$ cat src/rtl/mem_bus_arbiter_pkg.sv
// mem_bus_arbiter_pkg
// Shared constants for the memory bus arbiter and the CPU pipeline:
//   - arb_state_t : arbiter state encoding (IDLE, GNT_IC, GNT_DC, GNT_DMA)
//   - SEL_*       : address/data mux select codes driven on mem_sel
//   - sel_for_state() : maps an arbiter state to its mem_sel code
package mem_bus_arbiter_pkg;

  typedef enum logic [1:0] {
    IDLE    = 2'b00,
    GNT_IC  = 2'b01,
    GNT_DC  = 2'b10,
    GNT_DMA = 2'b11
  } arb_state_t;

  localparam logic [1:0] SEL_NONE = 2'b00;
  localparam logic [1:0] SEL_IC   = 2'b01;
  localparam logic [1:0] SEL_DC   = 2'b10;
  localparam logic [1:0] SEL_DMA  = 2'b11;

  function automatic logic [1:0] sel_for_state(input arb_state_t s);
    logic [1:0] sel;
    sel = SEL_NONE;
    case (s)
      GNT_IC:  sel = SEL_IC;
      GNT_DC:  sel = SEL_DC;
      GNT_DMA: sel = SEL_DMA;
      default: sel = SEL_NONE;
    endcase
    return sel;
  endfunction

endpackage

$ cat src/rtl/mem_bus_arbiter_if.sv
// mem_bus_arbiter_if
// Request/grant bundle between the memory requesters (I-cache, D-cache, DMA,
// memory controller done pulse) and the memory bus arbiter.
//   ic_req, dc_req, dma_br, mem_done : requester side -> arbiter
//   ic_gnt, dc_gnt, dma_bg           : one-hot ownership grants
//   access_mem                       : CPU may use the bus (hazard unit stall input)
//   mem_sel[1:0]                     : address/data mux select
// Modports:
//   master : the requester side (drives requests, observes grants)
//   slave  : the arbiter (observes requests, drives grants)
interface mem_bus_arbiter_if;
  import mem_bus_arbiter_pkg::*;

  logic       ic_req;
  logic       dc_req;
  logic       dma_br;
  logic       mem_done;
  logic       ic_gnt;
  logic       dc_gnt;
  logic       dma_bg;
  logic       access_mem;
  logic [1:0] mem_sel;

  modport master (
    output ic_req, dc_req, dma_br, mem_done,
    input  ic_gnt, dc_gnt, dma_bg, access_mem, mem_sel
  );

  modport slave (
    input  ic_req, dc_req, dma_br, mem_done,
    output ic_gnt, dc_gnt, dma_bg, access_mem, mem_sel
  );

endinterface

$ cat src/rtl/mem_bus_arbiter.sv
// mem_bus_arbiter
// Arbitrates the shared memory bus between I-cache, D-cache and DMA.
// Fixed priority dc_req > ic_req > dma_br; every grant is followed by at least
// one IDLE cycle for bus turnaround. CPU grants end on mem_done, the DMA grant
// ends when dma_br drops. All outputs are registered and decoded from the state.
//
// Ports:
//   clk      : clock, rising edge
//   reset_n  : synchronous active-low reset
//   bus      : mem_bus_arbiter_if.slave (requests in, grants/mux select out)
// Parameters:
//   AGE_LIMIT : DMA wait cycles before it is promoted to top priority
//   AGE_W     : width of the DMA age counter (AGE_LIMIT <= 2**AGE_W-1)
// Build option:
//   ARB_DMA_AGING_EN : when defined, a saturating DMA age counter promotes a
//                      starved DMA request to top priority in IDLE.
module mem_bus_arbiter
  import mem_bus_arbiter_pkg::*;
#(
  parameter int AGE_LIMIT = 8,
  parameter int AGE_W     = 4
) (
  input logic               clk,
  input logic               reset_n,
  mem_bus_arbiter_if.slave  bus
);

  arb_state_t state;
  arb_state_t next_state;
  logic       dma_aged;

`ifdef ARB_DMA_AGING_EN
  localparam logic [AGE_W-1:0] AGE_LIMIT_V = AGE_W'(AGE_LIMIT);

  logic [AGE_W-1:0] dma_age;

  assign dma_aged = (dma_age >= AGE_LIMIT_V);

  // Counts cycles DMA waits outside its grant; saturates so a long wait
  // cannot wrap back below the limit. Cleared when the DMA is granted.
  always_ff @(posedge clk) begin
    if (!reset_n) begin
      dma_age <= '0;
    end else if (next_state == GNT_DMA && state != GNT_DMA) begin
      dma_age <= '0;
    end else if (bus.dma_br && state != GNT_DMA && dma_age != '1) begin
      dma_age <= dma_age + AGE_W'(1);
    end
  end
`else
  assign dma_aged = 1'b0;
`endif

  // Grant decisions are only taken in IDLE; every grant state can only exit
  // to IDLE, which guarantees the turnaround cycle between owners.
  always_comb begin
    next_state = state;
    case (state)
      IDLE: begin
        if (bus.dma_br && dma_aged)  next_state = GNT_DMA;
        else if (bus.dc_req)         next_state = GNT_DC;
        else if (bus.ic_req)         next_state = GNT_IC;
        else if (bus.dma_br)         next_state = GNT_DMA;
        else                         next_state = IDLE;
      end
      GNT_IC, GNT_DC: begin
        if (bus.mem_done) next_state = IDLE;
      end
      GNT_DMA: begin
        if (!bus.dma_br) next_state = IDLE;
      end
      default: next_state = IDLE;
    endcase
  end

  // Outputs are registered alongside the state by decoding next_state, so
  // they always reflect the state register without any combinational path
  // from the request inputs.
  always_ff @(posedge clk) begin
    if (!reset_n) begin
      state          <= IDLE;
      bus.ic_gnt     <= 1'b0;
      bus.dc_gnt     <= 1'b0;
      bus.dma_bg     <= 1'b0;
      bus.access_mem <= 1'b1;
      bus.mem_sel    <= SEL_NONE;
    end else begin
      state          <= next_state;
      bus.ic_gnt     <= (next_state == GNT_IC);
      bus.dc_gnt     <= (next_state == GNT_DC);
      bus.dma_bg     <= (next_state == GNT_DMA);
      bus.access_mem <= (next_state != GNT_DMA);
      bus.mem_sel    <= sel_for_state(next_state);
    end
  end

endmodule
$ cat src/flat_wrapper.sv
// flat-port wrapper written by rule: the top's interface ports become plain ports
module mem_bus_arbiter_flat import mem_bus_arbiter_pkg::*;
#(
  parameter int AGE_LIMIT = 8,
  parameter int AGE_W     = 4
)
  (clk, reset_n, bus_ic_req, bus_dc_req, bus_dma_br, bus_mem_done, bus_ic_gnt, bus_dc_gnt, bus_dma_bg, bus_access_mem, bus_mem_sel);
  mem_bus_arbiter_if bus_i ();
  input logic clk;
  input logic reset_n;
  input wire logic [$bits(bus_i.ic_req)-1:0] bus_ic_req;
  input wire logic [$bits(bus_i.dc_req)-1:0] bus_dc_req;
  input wire logic [$bits(bus_i.dma_br)-1:0] bus_dma_br;
  input wire logic [$bits(bus_i.mem_done)-1:0] bus_mem_done;
  output wire logic [$bits(bus_i.ic_gnt)-1:0] bus_ic_gnt;
  output wire logic [$bits(bus_i.dc_gnt)-1:0] bus_dc_gnt;
  output wire logic [$bits(bus_i.dma_bg)-1:0] bus_dma_bg;
  output wire logic [$bits(bus_i.access_mem)-1:0] bus_access_mem;
  output wire logic [$bits(bus_i.mem_sel)-1:0] bus_mem_sel;
  assign bus_i.ic_req = bus_ic_req;
  assign bus_i.dc_req = bus_dc_req;
  assign bus_i.dma_br = bus_dma_br;
  assign bus_i.mem_done = bus_mem_done;
  assign bus_ic_gnt = bus_i.ic_gnt;
  assign bus_dc_gnt = bus_i.dc_gnt;
  assign bus_dma_bg = bus_i.dma_bg;
  assign bus_access_mem = bus_i.access_mem;
  assign bus_mem_sel = bus_i.mem_sel;
  mem_bus_arbiter #(.AGE_LIMIT(AGE_LIMIT), .AGE_W(AGE_W)) u_core (.clk(clk), .reset_n(reset_n), .bus(bus_i));
endmodule
$ cat config.mk
export PLATFORM = sky130hd
export DESIGN_NAME = mem_bus_arbiter_flat
export DESIGN_NICKNAME = d
export VERILOG_FILES = /design/src/rtl/mem_bus_arbiter_pkg.sv /design/src/rtl/mem_bus_arbiter_if.sv /design/src/rtl/mem_bus_arbiter.sv /design/src/flat_wrapper.sv
export SDC_FILE = /design/constraint.sdc
export NUM_CORES = 1
export LEC_CHECK = 0
export CAP_MARGIN = 25
export CORE_AREA = 2 2 39 41
export DETAILED_ROUTE_END_ITERATION = 12
export DIE_AREA = 0 0 41 43
export GPL_TIMING_DRIVEN = 0
export PLACE_DENSITY_LB_ADDON = 0.25
export SYNTH_ARGS = -nofsm -noshare
export SYNTH_HDL_FRONTEND = slang
export SYNTH_SLANG_ARGS = --single-unit
$ cat constraint.sdc
create_clock -name clk -period 2.55 [get_ports clk]
set_input_delay 0.51 -clock clk [delete_from_list [all_inputs] [get_ports clk]]
set_output_delay 0.51 -clock clk [all_outputs]
set_load 0.03 [all_outputs]
# Word-level counts from Yosys, hierarchy flattened
# Cells that the tools add are included.
# totals
wordCells	22
output_inout_bits	6
reg_bits	8
in_bits	6
# classes
muxes	7
n_reduce_logical	2
n_eq_ne	7
# ops
op	count
case mux 2 bit (3 select lines)	2
two-way mux 2 bit	5
equality test 2 bit, second input constant	4
equality test 2 x 1 -> 1 bit, second input constant	2
logical NOT 2 bit	1
!= test 2 bit, second input constant	1
OR reduction 2 bit	1

# Logic depth before layout (Yosys ltp)
# Gate-level depths: netlist of the first run.
# logic_depth
word_depth	6
depth_mapped	4
mapped_depth_nobuf	4

# Worst setup path after synthesis of the first run
# No wires, ideal clock.
# synth_timing
path_type	register to register
startpoint	register u_core.state[0]
endpoint	register u_core.bus.access_mem
arrival_ns	1.249
required_time_ns	2.428
setup_slack_ns	1.179
path_stages_with_launch	5
n_path_buf	0
path_cell_list	dfxtp_1 inv_1 ha_1 nand2b_2 o32a_1
# synth_between
elab_chain_len	4
# synth_rtl
item	line	text
from (decl)	mem_bus_arbiter.sv:28	arb_state_t state;
from (signal assigned)	mem_bus_arbiter.sv:88	state <= next_state;
equality test 2 x 1 -> 1 bit / equality test 2 bit (equally long branches)	mem_bus_arbiter.sv:58	case (state)
OR reduction 2 bit	mem_bus_arbiter.sv:58	
case mux 2 bit (3 select lines) *	mem_bus_arbiter.sv:58	
!= test 2 bit *	mem_bus_arbiter.sv:92	bus.access_mem <= (next_state != GNT_DMA);
to (signal assigned)	mem_bus_arbiter.sv:92	
to (decl)	mem_bus_arbiter_if.sv:31	output ic_gnt, dc_gnt, dma_bg, access_mem, mem_sel
# Mark *: on every way between the ends. The rest lies on a longest branch, timed or not.
# A chain may end at the register's enable or synchronous reset.

==> results.md, run 1 <==
* Clock period minus worst slack at 1.995 ns
* Initial core utilization at 25.32%
* Synth top cells by count: dfxtp_1 (7), inv_1 (4), nand3b_1 (3)
* Power Total at 288.1 uW
* Worst Max-Slew Pin Slew at 0.3009 ns
* Crit end category: output port
* TNS Setup at 0 ns
* Num ports at 12
* Pwr per Cell Area at 568.5 nW/um^2
* Status: finished clean
* Hold_ws at 0.5694 ns
* Final core occ at 36.62%
* Post-CTS Resized at 0
* Initial antenna violation count at 0
* CTS clock-pin slew for the worst setup and hold paths at 0.05 ns
* First-pass GRT wire length at 1097 um
* Hold Fails Final Rpt at 0
* Post-synthesis xor/xnor area fraction at 0%
* Tcrit/Tclk final at 78.23%
* Synthesized cell area at 350.3 um^2
* 1st-iter DRT viols at 3
* Main synth FF type: dfxtp_1
* Worst hold path type: reg2reg
* Total congestion overflow at 0
* Hold Buf Count CTS at 0
* WL final at 605 um
* Vias at 292
* Via density at 4.563
* Fin cells at 64
* Row cnt at 14
* Largest net degree at the start of global routing at 8
* Clk_skew at 0.003498 ns
* Gpl congestion at 0.7621
* Final setup vio count at 0
* Drt wl/cell at 9.453 um
* Maxcap violations at 0
* Crit path launch type: register
* Post-synthesis mux area share at 0%
* Synth Area in Simple Gates at 18.21%
* Combinational power share at 23.6%
* Largest area contributor in the netlist: dfxtp_1
* Most common cell in the synthesized netlist: dfxtp_1
* Critical Path AT at 1.48 ns
* Num CTS Buffers at 3
* Compound-Gate Fraction of Synth Area at 28.21%
* Vias in the first global route at 263
* Sequential element share of the synthesized area at 40.00%
* Synth Net Count at 41
* Area contributors post-synth: dfxtp_1 (40%), o41ai_2 (9.3%), ha_1 (7.1%), nand3b_1 (6.4%), a22oi_4 (6.1%)
* Max Slew Vio Count at 0
* Area after DPL at 480.5 um^2
* Max clock buf depth at 2
* Power share of the sequential group at 42.1%
* Post-synth cell types at 18
* Number of flops mapped to enable cells by yosys at 0
* Critical path type: reg2out
* H-tree lvl count at 1
* Internal power at 208.2 uW
* Psw at 79.87 uW
* Register area at 140.1 um^2
* CP required at 2.04 ns
* Die Ht at 43 um
* CTS tree: built
* Mapped Avg Cell Area at 10.62 um^2
* Post-Syn Instances at 33
* GRT Total Usage at 9.879%
* Pre-CTS setup slack at 0.8190 ns
* Antenna viol nets, final at 0
* DRC at 0
* YS warnings at 0
* Buffers on Ports at 11
* Rel. slew slack at 79.88%
* Net Sw Frac at 27.72%
* Finished Cell Area at 506.7 um^2
* Ant diodes at 0
* Peak Freq at 501.3 MHz
* #FFs+latches synth at 7
* Main combinational cell family by area after synthesis: compound AO/OA/AOI/OAI gates
* Post-CTS setup buffers at 0
* FFs w/ async S/R, synth at 0%
* Area of the multi-input gates at 187.7 um^2
* Syn-to-layout area delta at 44.64%
* Dpl cells at 60
* Final WS setup at 0.5552 ns
* Total core area at 1384 um^2
* Die area at 1763 um^2
* VDD IR max at 0.0002989 V
* Clock sink count at 7
* Drt first pass iters at 2
* Post-DP HPWL at 471.9 um
* Static leakage at 0.2036 nW
* # fillers at 147
* RSZ-0062 raised after global routing: false
* CP max FO at 6
* Clk Latency, worst-skew pair at 0.25 ns
* Nets at 57
* Post-synth top area share at 40.00%
* CTS root buffer: clkbuf_4
* Adder-Cell Fraction of Synth Area at 7.143%
* Die Wd at 41 um
* Share of layout cells above drive strength 1 at 16.67%
* Clock network fraction of total power at 34.3%
[critical path: stages, from the launching register on]
cell             delay (ns)
dfxtp_1                0.44
buf_4                  0.15
clkdlybuf4s50_1        0.65
[registers in the layout, summed over array words and instances, names as in the netlist]
| register | cells |
|---|---|
| u_core.bus.access_mem | 1 |
| u_core.bus.dc_gnt | 1 |
| u_core.bus.dma_bg | 1 |
| u_core.bus.ic_gnt | 1 |
| u_core.bus.mem_sel | 1 |
| u_core.state | 2 |
[logic make-up after synthesis]
logic type	count (synthesis)
AOI/OAI and AO/OA	9
adders and majority gates	2
buffers and inverters	5
DFF	7
and+or+nand+nor	10
[per-layer routing]
layer	track usage, %	wire length [um]
met4	2.000	5
met1	12.05	268
met5	0	0
met3	9.424	67
met2	12.50	263
[layout by cell type (no fill, tap or decap)]
master	n
o32a_1	1
nand2b_2	1
nor3b_1	1
nand3b_1	3
a21oi_1	1
clkbuf_1	1
clkbuf_4	3
buf_4	1
o2bb2ai_1	1
nand2_1	2
nor2_1	1
a22oi_4	1
o32ai_1	1
nand3_1	1
inv_1	4
o22ai_1	2
ha_1	2
nand4b_1	1
clkdlybuf4s50_1	11
dfxtp_1	7
o41ai_2	2
[power groups by stage]
| stage | sequential [mW] | combinational [mW] | clock, mW |
|---|---|---|---|
| after CTS | 0.121 | 0.0683 | 0.105 |
| after global placement | 0.124 | 0.0680 | 0 |
| final | 0.121 | 0.0679 | 0.0989 |
| after global routing | 0.122 | 0.0741 | 0.113 |
| after floorplan | 0.131 | 0.0340 | 0 |
| after detailed placement | 0.123 | 0.0682 | 0 |
[cell type report]
| type | count | share of cell area [%] |
|---|---|---|
| Tap cell | 16 | 3.951 |
| Multi-Input combinational cell | 21 | 37.04 |
| Clock buffer | 4 | 5.185 |
| Inverter | 4 | 2.963 |
| Sequential cell | 7 | 27.65 |
| Timing Repair Buffer | 11 | 21.73 |
| Buffer | 1 | 1.481 |
[path summary, 6_finish.rpt]
| path | slack (ns) | depth (start not counted) | to | from |
|---|---|---|---|---|
| min reg2reg | 0.57 | 1 | u_core.bus.ic_gnt | u_core.state[1] |
| max | 0.56 | 2 | bus_mem_sel[0] | u_core.state[0] |
| min | 0.57 | 1 | u_core.bus.ic_gnt | u_core.state[1] |
| max reg2reg | 1.04 | 4 | u_core.bus.access_mem | u_core.state[0] |
Power figures use the tool's default switching activity.
==> run 2: changes to the inputs <==
clock period = 1.9 ns   (was 2.55 ns; I/O delays follow)
==> run 2 against run 1 <==
  * Largest power group unchanged
  * Critical path type unchanged
  * Largest cell class unchanged
  * First-iteration DRC count is the same
  * Count of clock-buffer cells in the layout unchanged
  * Critical path depth is 1 lower
==> results.md, run 2 (synthesis gave the netlist of run 1 again) <==
* CTS root buffer: clkbuf_4
* Peak Freq at 630.8 MHz
* Combinational power share at 23.5% (about the same)
* Critical Path Slowest Stage Cell: clkdlybuf4s50_1
* Die Wd at 41 um (unchanged)
* H-tree lvl count at 1 (unchanged)
* CP cell instances: clkdlybuf4s50_1
* Largest register by flop count: u_core.state
* Most frequent cells in the layout: clkdlybuf4s50_1 (10), dfxtp_1 (7), inv_1 (4), nand3b_1 (3), clkbuf_4 (3)
* Gpl congestion at 0.7621 (unchanged)
* Pwr per Cell Area at 758.7 nW/um^2 (+33%)
* Num CTS Buffers at 3 (unchanged)
* Clk_skew at 0.003498 ns (unchanged)
* Psw at 107.2 uW (+34%)
* Largest net degree at the start of global routing at 8 (unchanged)
* DRC at 0 (unchanged)
* Max reg flops at 2 (unchanged)
* Tcrit/Tclk final at 83.44%
* Total congestion overflow at 0 (unchanged)
* Fin cells at 64 (unchanged)
* WP buf/inv at 1 (-1)
* Internal power at 279.2 uW (+34%)
* CP required at 1.52 ns (-0.52 ns)
* Initial antenna violation count at 0 (unchanged)
* WL final at 607 um (+0.33%)
* Clk Latency, worst-skew pair at 0.25 ns (about the same)
* Max clock buf depth at 2 (unchanged)
* Static leakage at 0.2198 nW (+8.0%)
* Area after DPL at 480.5 um^2 (unchanged)
* Share of layout cells above drive strength 1 at 16.67% (unchanged)
* Num ports at 12 (unchanged)
* TNS Setup at 0 ns (unchanged)
* Initial core utilization at 25.32% (unchanged)
* Worst Max-Slew Pin Slew at 0.3122 ns (+0.01131 ns)
* Drt wl/cell at 9.484 um (+0.33%)
* Net Sw Frac at 27.74% (about the same)
* Power share of the sequential group at 42.1% (about the same)
* Clock sink count at 7 (unchanged)
* Final setup vio count at 0 (unchanged)
* Syn-to-layout area delta at 45.36%
* Crit path launch type: register
* CTS tree: built
* Ant diodes at 0 (unchanged)
* Reg2reg setup slack at 0.39 ns (-0.65 ns)
* Status: finished clean
* Rel. slew slack at 79.15% (-0.72 points)
* 1st-iter DRT viols at 3 (unchanged)
* Via density at 4.563 (unchanged)
* Crit end category: output port
* Die Ht at 43 um (unchanged)
* Hold Fails Final Rpt at 0 (unchanged)
* First-pass GRT wire length at 1097 um (unchanged)
* Max Slew Vio Count at 0 (unchanged)
* Crit path max-delay family: buffers and inverters
* Nets at 57 (unchanged)
* Total core area at 1384 um^2 (unchanged)
* Post-DP HPWL at 471.9 um (unchanged)
* CTS clock-pin slew for the worst setup and hold paths at 0.05 ns (about the same)
* Power Total at 386.4 uW (+34%)
* Drt first pass iters at 2 (unchanged)
* Pre-CTS setup slack at 0.2990 ns (-0.5200 ns)
* Die area at 1763 um^2 (unchanged)
* Vias at 292 (unchanged)
* # fillers at 146 (-0.68%)
* VDD IR max at 0.0004012 V (+34%)
* Finished Cell Area at 509.2 um^2 (+0.49%)
* Hold Buf Count CTS at 0 (unchanged)
* CP max FO at 1 (-5)
* Critical path type: reg2out
* Clock period minus worst slack at 1.585 ns
* Row cnt at 14 (unchanged)
* Dpl cells at 60 (unchanged)
* Clock network fraction of total power at 34.4% (about the same)
* CP peak stage delay at 0.66 ns (about the same)
* Final WS setup at 0.3147 ns (-0.2405 ns)
* Commonest non-fill, non-tap cell in the layout: clkdlybuf4s50_1
* Maxcap violations at 0 (unchanged)
* Worst hold path type: reg2reg
* Buffers on Ports at 11 (unchanged)
* RSZ-0062 raised after global routing: false
* Critical Path AT at 1.21 ns (-0.27 ns)
* GRT Total Usage at 9.879% (unchanged)
* Antenna viol nets, final at 0 (unchanged)
* Vias in the first global route at 263 (unchanged)
run 2: per-stage QoR:
stage,utilization (%),hold WS [ns]
2_1_floorplan,-,0.4969
5_1_grt,36.80,0.6188
6_report,36.80,0.5694
4_1_cts,36.62,0.5757
3_3_place_gp,34.72,0.5644
3_5_place_dp,34.72,0.5595
run 2: path summary, 6_finish.rpt:
path | startpoint | endpoint | cells past startpoint
worst max-delay path | u_core.bus.mem_sel[1] | bus_mem_sel[1] | 1
worst min-delay path | u_core.state[1] | u_core.bus.ic_gnt | 1
worst max register to register | u_core.state[0] | u_core.bus.access_mem | 4
worst min register to register | u_core.state[1] | u_core.bus.ic_gnt | 1
run 2: worst register-to-register path, cell delays in order, from the launching register on:
cell	delay, ns
dfxtp_1	0.44
inv_1	0.10
ha_1	0.28
nand2b_2	0.24
o32a_1	0.34
run 2: per-layer routing:
layer / vias up / track usage [%] / wire, um
li1: 154 / - / -
met1: 125 / 12.05 / 270
met2: 11 / 12.50 / 263
met3: 2 / 9.424 / 67
met4: 0 / 2.000 / 5
met5: - / 0 / 0
run 2: power groups by stage:
| stage | Combinational (mW) | Sequential, mW | Clock, mW |
|---|---|---|---|
| 3_3_place_gp | 0.0913 | 0.166 | 0 |
| 6_report | 0.0909 | 0.163 | 0.133 |
| 4_1_cts | 0.0917 | 0.163 | 0.142 |
| 3_5_place_dp | 0.0915 | 0.166 | 0 |
| 5_1_grt | 0.0993 | 0.164 | 0.151 |
| 2_1_floorplan | 0.0456 | 0.176 | 0 |
run 2: area by class of cell:
| class | count | area [um^2] | share of cell area (%) |
|---|---|---|---|
| Sequential cell | 7 | 140.1 | 27.52 |
| Inverter | 4 | 15.01 | 2.948 |
| Multi-Input combinational cell | 21 | 187.7 | 36.86 |
| Timing Repair Buffer | 11 | 112.6 | 22.11 |
| Buffer | 1 | 7.507 | 1.474 |
| Clock buffer | 4 | 26.28 | 5.160 |
| Tap cell | 16 | 20.02 | 3.931 |
run 2: timing repair:
action / 4_1_cts / 5_1_grt
resized for setup: 0 / 1
buffers inserted: 0 / 0
setup endpoints to repair: 0 / 1
